==> config.mk <==
export PLATFORM = sky130hd
export DESIGN_NAME = vram_arb_flat
export DESIGN_NICKNAME = d
export VERILOG_FILES = /design/src/rtl/vram_arb_if.sv /design/src/rtl/vram_arb.sv /design/src/flat_wrapper.sv
export SDC_FILE = /design/constraint.sdc
export NUM_CORES = 1
export LEC_CHECK = 0
export CAP_MARGIN = 20
export CORE_AREA = 3 3 66 114
export DETAILED_ROUTE_END_ITERATION = 10
export DIE_AREA = 0 0 69 117
export PLACE_DENSITY_LB_ADDON = 0.05
export SLEW_MARGIN = 20
export SYNTH_ARGS = -nofsm -noshare
export SYNTH_HDL_FRONTEND = slang
export SYNTH_SLANG_ARGS = --single-unit
==> constraint.sdc <==
create_clock -name clk -period 2.8 [get_ports clk]
set_input_delay 0.28 -clock clk [delete_from_list [all_inputs] [get_ports clk]]
set_output_delay 0.28 -clock clk [all_outputs]
set_load 0.02 [all_outputs]
==> src/rtl/vram_arb_if.sv <==
// Bundle of video fetch, host access and VRAM-side signals shared by the
// arbiter (slave side) and whatever drives and observes it (master side).
interface vram_arb_if;
  logic        vid_req;
  logic [15:0] vid_addr;
  logic        vid_rd_valid;
  logic [15:0] vid_data;

  logic        host_req;
  logic        host_wr;
  logic [15:0] host_addr;
  logic [15:0] host_wdata;
  logic        host_ack;
  logic        host_rd_valid;
  logic [15:0] host_rdata;
  logic        host_stall;
  logic        stall_clr;

  logic        vram_sel;
  logic        vram_wr;
  logic [15:0] vram_addr;
  logic [15:0] vram_wdata;
  logic [15:0] vram_rdata;

  modport slave (
    input  vid_req, vid_addr,
    input  host_req, host_wr, host_addr, host_wdata, stall_clr,
    input  vram_rdata,
    output vid_rd_valid, vid_data,
    output host_ack, host_rd_valid, host_rdata, host_stall,
    output vram_sel, vram_wr, vram_addr, vram_wdata
  );

  modport master (
    output vid_req, vid_addr,
    output host_req, host_wr, host_addr, host_wdata, stall_clr,
    output vram_rdata,
    input  vid_rd_valid, vid_data,
    input  host_ack, host_rd_valid, host_rdata, host_stall,
    input  vram_sel, vram_wr, vram_addr, vram_wdata
  );
endinterface

==> src/rtl/vram_arb.sv <==
// Two-requester VRAM arbiter: video fetch has strict priority over host
// accesses. Requests sampled at one edge are issued to VRAM (registered
// select/address) in the next cycle; read data returns one cycle later.
// A sticky stall flag reports a host that has waited too long.
module vram_arb #(
  parameter int unsigned STALL_LIMIT = 15
) (
  input  logic       clk,
  input  logic       reset_n,
  vram_arb_if.slave  bus
);

  typedef enum logic [1:0] {
    S_IDLE,
    S_VID,
    S_HOST_RD,
    S_HOST_WR
  } state_t;

  localparam logic [7:0] LP_STALL_LIMIT = 8'(STALL_LIMIT);
  localparam logic [7:0] LP_WAIT_MAX    = 8'hFF;

  state_t      r_state;
  state_t      w_next_state;

  logic        r_vram_sel;
  logic        r_vram_wr;
  logic [15:0] r_vram_addr;
  logic [15:0] r_vram_wdata;
  logic        r_vid_rd_valid;
  logic        r_host_rd_valid;
  logic [7:0]  r_wait;
  logic        r_host_stall;

  logic        w_host_ack;
  logic [7:0]  w_wait_next;
  logic        w_wait_inc;

  // The issue state itself marks the cycle in which a host access reaches VRAM.
  assign w_host_ack = (r_state == S_HOST_RD) || (r_state == S_HOST_WR);

  // Next issue decision and host wait-counter update from this cycle's requests.
  always_comb begin
    // NOTE: every output of a combinational block gets a default first, so
    // no path leaves a value unassigned and no latch is inferred.
    w_next_state = S_IDLE;
    w_wait_next  = r_wait;
    w_wait_inc   = 1'b0;

    if (bus.vid_req) begin
      w_next_state = S_VID;
    end else if (bus.host_req && !w_host_ack) begin
      // While ack is high the host is still holding its old request; skip it.
      w_next_state = bus.host_wr ? S_HOST_WR : S_HOST_RD;
    end

    if (!bus.host_req || w_host_ack) begin
      w_wait_next = 8'd0;
    end else if (w_next_state == S_VID && r_wait != LP_WAIT_MAX) begin
      // The host is pending but video won this slot: one more wait cycle.
      w_wait_next = r_wait + 8'd1;
      w_wait_inc  = 1'b1;
    end
  end

  // Issue state register.
  always_ff @(posedge clk) begin
    // NOTE: sequential state uses non-blocking assignments so every register
    // samples pre-edge values regardless of statement order.
    if (!reset_n) begin
      r_state <= S_IDLE;
    end else begin
      r_state <= w_next_state;
    end
  end

  // Registered VRAM command, read-return valids, wait counter and stall flag.
  always_ff @(posedge clk) begin
    if (!reset_n) begin
      r_vram_sel      <= 1'b0;
      r_vram_wr       <= 1'b0;
      r_vram_addr     <= 16'd0;
      r_vram_wdata    <= 16'd0;
      r_vid_rd_valid  <= 1'b0;
      r_host_rd_valid <= 1'b0;
      r_wait          <= 8'd0;
      r_host_stall    <= 1'b0;
    end else begin
      r_vram_sel <= (w_next_state != S_IDLE);
      r_vram_wr  <= (w_next_state == S_HOST_WR);

      // Address and write data hold their last values while idle.
      case (w_next_state)
        S_VID: begin
          r_vram_addr <= bus.vid_addr;
        end
        S_HOST_RD, S_HOST_WR: begin
          r_vram_addr  <= bus.host_addr;
          r_vram_wdata <= bus.host_wdata;
        end
        default: begin
        end
      endcase

      // Data from the command issued this cycle arrives next cycle.
      r_vid_rd_valid  <= (r_state == S_VID);
      r_host_rd_valid <= (r_state == S_HOST_RD);

      r_wait <= w_wait_next;

      // Setting wins over a simultaneous clear.
      if (w_wait_inc && w_wait_next == LP_STALL_LIMIT) begin
        r_host_stall <= 1'b1;
      end else if (bus.stall_clr) begin
        r_host_stall <= 1'b0;
      end
    end
  end

  assign bus.vram_sel      = r_vram_sel;
  assign bus.vram_wr       = r_vram_wr;
  assign bus.vram_addr     = r_vram_addr;
  assign bus.vram_wdata    = r_vram_wdata;
  assign bus.host_ack      = w_host_ack;
  assign bus.vid_rd_valid  = r_vid_rd_valid;
  assign bus.host_rd_valid = r_host_rd_valid;
  assign bus.host_stall    = r_host_stall;

  // Read data passes straight through; the valid flags qualify it.
  assign bus.vid_data   = bus.vram_rdata;
  assign bus.host_rdata = bus.vram_rdata;

endmodule

==> src/flat_wrapper.sv <==
// flat-port wrapper written by rule: the top's interface ports become plain ports
module vram_arb_flat 
#(
  parameter int unsigned STALL_LIMIT = 15
)
  (clk, reset_n, bus_vid_req, bus_vid_addr, bus_host_req, bus_host_wr, bus_host_addr, bus_host_wdata, bus_stall_clr, bus_vram_rdata, bus_vid_rd_valid, bus_vid_data, bus_host_ack, bus_host_rd_valid, bus_host_rdata, bus_host_stall, bus_vram_sel, bus_vram_wr, bus_vram_addr, bus_vram_wdata);
  vram_arb_if bus_i ();
  input  logic clk;
  input  logic reset_n;
  input wire logic [$bits(bus_i.vid_req)-1:0] bus_vid_req;
  input wire logic [$bits(bus_i.vid_addr)-1:0] bus_vid_addr;
  input wire logic [$bits(bus_i.host_req)-1:0] bus_host_req;
  input wire logic [$bits(bus_i.host_wr)-1:0] bus_host_wr;
  input wire logic [$bits(bus_i.host_addr)-1:0] bus_host_addr;
  input wire logic [$bits(bus_i.host_wdata)-1:0] bus_host_wdata;
  input wire logic [$bits(bus_i.stall_clr)-1:0] bus_stall_clr;
  input wire logic [$bits(bus_i.vram_rdata)-1:0] bus_vram_rdata;
  output wire logic [$bits(bus_i.vid_rd_valid)-1:0] bus_vid_rd_valid;
  output wire logic [$bits(bus_i.vid_data)-1:0] bus_vid_data;
  output wire logic [$bits(bus_i.host_ack)-1:0] bus_host_ack;
  output wire logic [$bits(bus_i.host_rd_valid)-1:0] bus_host_rd_valid;
  output wire logic [$bits(bus_i.host_rdata)-1:0] bus_host_rdata;
  output wire logic [$bits(bus_i.host_stall)-1:0] bus_host_stall;
  output wire logic [$bits(bus_i.vram_sel)-1:0] bus_vram_sel;
  output wire logic [$bits(bus_i.vram_wr)-1:0] bus_vram_wr;
  output wire logic [$bits(bus_i.vram_addr)-1:0] bus_vram_addr;
  output wire logic [$bits(bus_i.vram_wdata)-1:0] bus_vram_wdata;
  assign bus_i.vid_req = bus_vid_req;
  assign bus_i.vid_addr = bus_vid_addr;
  assign bus_i.host_req = bus_host_req;
  assign bus_i.host_wr = bus_host_wr;
  assign bus_i.host_addr = bus_host_addr;
  assign bus_i.host_wdata = bus_host_wdata;
  assign bus_i.stall_clr = bus_stall_clr;
  assign bus_i.vram_rdata = bus_vram_rdata;
  assign bus_vid_rd_valid = bus_i.vid_rd_valid;
  assign bus_vid_data = bus_i.vid_data;
  assign bus_host_ack = bus_i.host_ack;
  assign bus_host_rd_valid = bus_i.host_rd_valid;
  assign bus_host_rdata = bus_i.host_rdata;
  assign bus_host_stall = bus_i.host_stall;
  assign bus_vram_sel = bus_i.vram_sel;
  assign bus_vram_wr = bus_i.vram_wr;
  assign bus_vram_addr = bus_i.vram_addr;
  assign bus_vram_wdata = bus_i.vram_wdata;
  vram_arb #(.STALL_LIMIT(STALL_LIMIT)) u_core (.clk(clk), .reset_n(reset_n), .bus(bus_i));
endmodule
# Yosys cells after proc, flatten, opt, wreduce, memory -nomap -nowiden
# Index checks and enable logic that the tools add are counted.
[op_classes] mux=10 eq_ne=8 reduce_logical=11 n_addsub=1
[op_table] op="case mux 16 bit (2 select lines)" n=1
[op_table] op="two-way mux 8 bit" n=2
[op_table] op="adder 8 x 1 -> 8 bit (second input constant)" n=1
[op_table] op="== test 2 bit (second input constant)" n=4
[op_table] op="== test 8 x 4 -> 1 bit (second input constant)" n=1
[op_table] op="!= test 8 bit (second input constant)" n=1
[op_table] op="nonzero test 2 bit" n=3
[op_table] op="two-way mux 1 bit" n=5
[op_table] op="== test 2 x 1 -> 1 bit (second input constant)" n=2
[op_table] op="two-way mux 2 bit" n=2
[op_table] op="logical AND 1 bit" n=3
[op_table] op="zero test 1 bit" n=2
[op_table] op="logical OR 1 bit" n=2
[op_table] op="OR reduction 2 bit" n=1
[totals] elab_cells=39 register_bits=47 in_bits=70 out_inout_bits=70

# Depth between registers and ports, before layout
# Gate-level depths: netlist of run 1.
[logic_depth] word_depth=13 mapped_depth=7 mapped_depth_nobuf=5

# Worst setup path after synthesis of run 1
# Ideal clock, no wire load.
[synth_path] kind="register to register" start="reg u_core.r_wait[0]" end="reg u_core.r_host_stall, in the netlist u_core.bus.host_stall" arrival_time_ns=1.686 path_stages_with_launch=6 t_required_ns=2.716 synth_period_minus_slack_ns=1.770 path_buffers=0 path_slack_ns=1.030 setup_ns=0.084 path_cell_list="dfxtp_1 > ha_1 > and3_4 > or4b_4 > a21o_1 > o31ai_2"
[synth_between] elab_chain_len=7 elab_cells_between_ends=11 classes_between="1 x add/sub; 2 x eq/ne; 5 x mux; 3 x reduce/logical"
[synth_rtl] element="start, declared" line="vram_arb.sv:32" rtl="logic [7:0] r_wait;"
[synth_rtl] element="start signal, assigned" line="vram_arb.sv:109" rtl="r_wait <= w_wait_next;"
[synth_rtl] element="parallel branches: the longest is 5 deep, another holds adder 8 x 1 -> 8 bit"
[synth_rtl] element="logical AND 1 bit *" line="vram_arb.sv:112" rtl="if (w_wait_inc && w_wait_next == LP_STALL_LIMIT) begin"
[synth_rtl] element="two-way mux 1 bit or nonzero test 2 bit (tied branches)"
[synth_rtl] element="end signal, assigned" line="vram_arb.sv:87" rtl="r_host_stall <= 1'b0;"
[synth_rtl] element="end signal, assigned" line="vram_arb.sv:113" rtl="r_host_stall <= 1'b1;"
[synth_rtl] element="end signal, assigned" line="vram_arb.sv:115" rtl="r_host_stall <= 1'b0;"
[synth_rtl] element="end, declared" line="vram_arb.sv:33" rtl="logic r_host_stall;"
# Mark *: on every way between the ends.
# A chain may end at the register's enable or synchronous reset.

# Final worst setup path of run 1
# Same ends and word-level chain as after synthesis.

==> results.cfg, run 1 <==
[sta]
skew_ps = 2.896
fin_crit_sh = 0.6747
slew_viol_final = 0
tightestPinTransition_ps = 633.6
rsz0062_at_grt = false
postLayoutSetupSlackWorst_ps = 910.8
setup_viol = 0
hold_viol_final = 0
relSlewSlack = 0.5776
tns_ps = 0
fmax_ghz = 0.5293
min_period_ps = 1889

[yosys]
yosys.area.top_type_share = 0.4080
ys_dominant_reg_cell = dfxtp_1
synth_cell_type_count = 37
ys_ff_latch = 47
synth_area_leaders = dfxtp_1 (41%), buf_4 (11%), nand2_1 (8.3%), mux2i_1 (7.4%), a21boi_1 (5.2%)
synthTopCellsByCount = nand2_1 (51), dfxtp_1 (47), buf_4 (34)
syn_nets = 334
netlist_instances = 263
synth_most_common_cell = nand2_1
avgSynthCellArea_um2 = 8.768
synth_seq_area_share = 0.4080
yosysWarnings = 0
synth_edf_count = 0
async_flop_share = 0
post-synth-top-area-cell = dfxtp_1
synth_area_um2 = 2306

[global_routing]
grt_max_degree = 39
grt_antenna_before_repair = 0
grt_usage = 0.1393
grt_pass1_wl_mm = 8.976
first_global_vias = 1817
overflow = 0

[route]
drt_iter0_drc = 79
ant_nets = 0
wire_per_inst_um = 13.70
routed_wl_mm = 5.481
first_pass_iters = 4
drc = 0
vias = 1849
via_per_inst = 4.623

[layout]
multi_input_area_um2 = 1040
drive_above_1_share = 0.05975
diodes = 0
regArea_um2 = 940.9
fill_cells = 679
syn_to_final_growth_pct = 39.99
layout.nets = 388
finalCoreUtilization = 0.4864

[clock_tree]
cts.sinks = 47
post_cts_buffers = 0
clk_latency_ps = 280
cts_buffer_depth = 2
cts_tree = built
h-tree-depth = 2
clock-root-buffer = clkbuf_16
cts_resized = 0
cts_hold_buf = 0
clk_pin_slew_ps = 60
numCtsBuffers = 5

[hold_path]
hold_start = u_core.r_state[0]
whs_path_depth = 2
min_path_type = register to register
hold_end = u_core.bus.vid_rd_valid

[power]
p_total_mw = 1.749
power_leakage_nw = 1.261
ir_worst_vdd_mv = 0.3042
power_density_nw_per_um2 = 541.9

[floorplanning]
io_pins = 140
die_x_um = 69
core_area_um2 = 6636
die_h_um = 117
start_util = 0.3475
rows = 39
die_area_um2 = 8073

[placement]
hpwl_mm = 3.996
place.gp.congestion = 0.7359
dpl_worst_slack_ps = 621.2
place.port_buffers = 91

[worst_setup_path]
crit_path_start_kind = register
path_class = register to register
crit_path_end_kind = register
r2r_end = u_core.bus.host_stall
slowest_stage = or4b_4
r2r_slack_ps = 910
reg2reg_depth = 5
required_ps = 3000
max_stage_delay_ps = 530
crit_arrival_ps = 2090
critical_path.cell_chain = ha_1 -> and3_4 -> or4b_4 -> a21o_1 -> o31ai_2
rr_startpoint = u_core.r_wait[0]
worstPathMaxFanout = 6

[job]
cap_violations = 0

[run_status]
status = finished clean
[critical path, delay by kind of cell (launching register included)]
family	cells	cell delay [ps]
AND/OR/NAND/NOR	2	750
AO/OA/AOI/OAI	2	410
flip-flops	1	360
adder cells (fa/ha/maj)	1	290
[metal layers]
metal,up-vias,GRT usage,share of wire
li1,949,-,-
met1,822,0.1571,0.39
met2,58,0.2462,0.53
met3,20,0.02991,0.058
met4,0,0.07301,0.024
met5,-,0,0
[logic make-up (layout without fill, tap and decap cells)]
family / Yosys count / after routing / synth area share
AO/OA/AOI/OAI: 43 / 43 / 0.1232
XOR/XNOR: 6 / 6 / 0.02279
adder cells (fa/ha/maj): 1 / 1 / 0.005425
buffers and inverters: 50 / 105 / 0.1422
flip-flops: 47 / 47 / 0.4080
multiplexers: 17 / 17 / 0.07379
AND/OR/NAND/NOR: 99 / 99 / 0.2246
[stage by stage]
step | cell area, µm² | hold slack, ps | instances
final | 3228 | 432.1 | 400
after global placement | 3039 | 421.3 | 392
after CTS | 3228 | 430.7 | 400
after global routing | 3228 | 462.3 | 400
after detailed placement | 3039 | 421.6 | 392
after floorplan | 2306 | 404.1 | 263
[report_power, final]
part	total, mW	switching [mW]	internal (mW)
Clock	0.758	0.246	0.512
Sequential	0.715	0.0151	0.700
Combinational	0.277	0.117	0.159
[state kept, by name, summed over array words and instances (netlist names)]
register	flops
u_core.bus.vram_sel	1
u_core.r_state	2
u_core.bus.vram_addr	16
u_core.r_wait	8
u_core.bus.vid_rd_valid	1
u_core.bus.host_rd_valid	1
u_core.bus.vram_wr	1
u_core.bus.host_stall	1
u_core.bus.vram_wdata	16
[final cells by class]
cell class	count	area share
repair buffers	97	0.2961
clock inverters	2	0.01860
multi-input cells	166	0.3221
flip-flops and latches	47	0.2915
clock buffers	6	0.03992
well taps	82	0.03178
[cell usage in the layout, fill, tap and decap left out, types with 4 or more instances in the layout]
cell type / netlist / final
nand2_1: 51 / 51
clkbuf_16: 0 / 5
and2_1: 18 / 18
nand4_1: 4 / 4
xor2_1: 4 / 4
nor2_1: 6 / 6
mux2i_1: 17 / 17
o21ai_0: 12 / 12
o21ai_1: 5 / 5
clkdlybuf4s50_1: 0 / 91
buf_4: 34 / 6
dfxtp_1: 47 / 47
a21boi_1: 16 / 16
[worst max-delay path by stage]
stage	startpoint	to	slack (ps)
detailed placement	bus_host_req	u_core.bus.vram_wdata[3]	620
global placement	bus_vid_req	u_core.bus.host_stall	690
floorplan	u_core.r_wait[0]	u_core.bus.host_stall	1030
CTS	u_core.r_wait[0]	u_core.bus.host_stall	910
global route	bus_vid_req	u_core.bus.vram_wdata[5]	790
finish	u_core.r_wait[0]	u_core.bus.host_stall	910
No activity file was read; power rests on OpenSTA's default activity.
==> run 2, diff against run 1 <==
- CORE_AREA: 3 3 66 114 -> 3 3 67 115
- DIE_AREA: 0 0 69 117 -> 0 0 70 118
- clock period: 2.8 -> 1.7 ns (I/O delays scaled with it)
==> results.cfg, run 2 (synthesis results as in run 1) <==
[placement]
place_area_um2 = 3167
dpl_worst_slack_ps = -154.0
place.port_buffers = 91
hpwl_mm = 4.446
dpl.cell_count = 409
place.gp.congestion = 0.7946

[sta]
setup_viol = 0
tns_ps = 0
postLayoutSetupSlackWorst_ps = 51.54
fin_crit_sh = 0.9697
skew_ps = 5.721
relSlewSlack = 0.7631
tightestPinTransition_ps = 353.1
fmax_ghz = 0.6066
min_period_ps = 1648
rsz0062_at_grt = true
hold_viol_final = 0
slew_viol_final = 0

[clock_tree]
cts.sinks = 47
clk_pin_slew_ps = 60
cts_buffer_depth = 2
clock-root-buffer = clkbuf_16
cts_tree = built
clk_latency_ps = 280
numCtsBuffers = 5
h-tree-depth = 2

[layout]
diodes = 0
syn_to_final_growth_pct = 45.74
final_cell_mix = clkdlybuf4s50_1 (91), nand2_1 (51), dfxtp_1 (45)
layout_commonest_cell = clkdlybuf4s50_1
finalInstanceArea_um2 = 3361
fin_cells = 417
layout.nets = 403
drive_above_1_share = 0.1111

[global_routing]
grt_usage = 0.1451
overflow = 0
grt_antenna_before_repair = 0
first_global_vias = 1965
grt_max_degree = 39
grt_pass1_wl_mm = 9.673

[worst_setup_path]
path_class = register to register
crit_path_end_kind = register
crit_arrival_ps = 1840
r2r_end = u_core.bus.host_stall
reg2reg_depth = 5
worstPathMaxFanout = 3
r2r_slack_ps = 50
crit_path_start_kind = register
rr_startpoint = u_core.r_wait[1]
required_ps = 1900
endpoint = u_core.bus.host_stall
timing.critical_path.from = u_core.r_wait[1]

[route]
routed_wl_mm = 5.828
drt_iter0_drc = 51
drc = 0
wire_per_inst_um = 13.98
via_per_inst = 4.604
ant_nets = 0
vias = 1920
first_pass_iters = 3

[run_status]
status = finished clean

[floorplanning]
rows = 40
die_area_um2 = 8260
die_h_um = 118
die_x_um = 70
start_util = 0.3339
io_pins = 140
core_area_um2 = 6907

[power]
power_density_nw_per_um2 = 861.4
power_leakage_nw = 1.337
ir_worst_vdd_mv = 0.4245
p_total_mw = 2.895

[hold_path]
min_path_type = primary input to output port

[job]
cap_violations = 0
run 2: cell types whose count changed in the layout (fill, tap and decap cells not counted):
cell / delta
dfxtp_4: +1
ha_4: +1
dfxtp_1: -2
buf_4: +15
dfxtp_2: +1
ha_1: -1
run 2: critical path, stage by stage, from the launching register on:
cell and delay (ps):
dfxtp_4 350, ha_4 160, and3_4 180, or4b_4 510, a21o_1 200, o31ai_2 160
run 2: worst min-delay path by stage:
stage,from,end,slack [ps],cells past startpoint
after floorplan,bus_host_wr,u_core.r_state[0],290,1
after detailed placement,bus_vram_rdata[12],bus_vid_data[12],340,0
after global routing,bus_vram_rdata[9],bus_host_rdata[9],340,0
final,bus_vram_rdata[14],bus_host_rdata[14],340,0
after global placement,bus_vram_rdata[12],bus_vid_data[12],340,0
after CTS,bus_vram_rdata[12],bus_vid_data[12],340,0
run 2: cell type report:
class / instances / area [µm²]
timing repair buffer: 112 / 1069
tap: 84 / 105.1
fill: 706 / 3546
multi-input combinational: 166 / 1052
sequential: 47 / 945.9
clock buffer: 6 / 128.9
clock inverter: 2 / 60.06
run 2: timing repair:
item                                    in CTS  in global routing
hold buffers                                 0                  0
endpoints found under the setup margin       1                  1
buffers inserted                             0                  0
pin swaps                                    1                  4
gates cloned                                 0                  0
gates resized for setup                      2                  1
run 2: power breakdown:
| group | internal (mW) | switching, mW | leakage, nW |
|---|---|---|---|
| Clock | 0.843 | 0.400 | 0.0911 |
| Combinational | 0.276 | 0.200 | 0.859 |
| Sequential | 1.15 | 0.0248 | 0.386 |
| Total | 2.27 | 0.625 | 1.34 |
run 2: metrics by stage:
step           hold WS [ps]  utilization
5_1_grt               340.0       0.4866
3_5_place_dp          340.2       0.4585
2_1_floorplan         294.1            -
6_report              340.0       0.4866
4_1_cts               340.2       0.4862
3_3_place_gp          340.2       0.4585
run 2: routing by layer:
layer / GRT usage / wire length (µm)
met1: 0.1505 / 2201
met2: 0.2790 / 3305
met3: 0.02991 / 250
met4: 0.05036 / 71
met5: 0 / 0
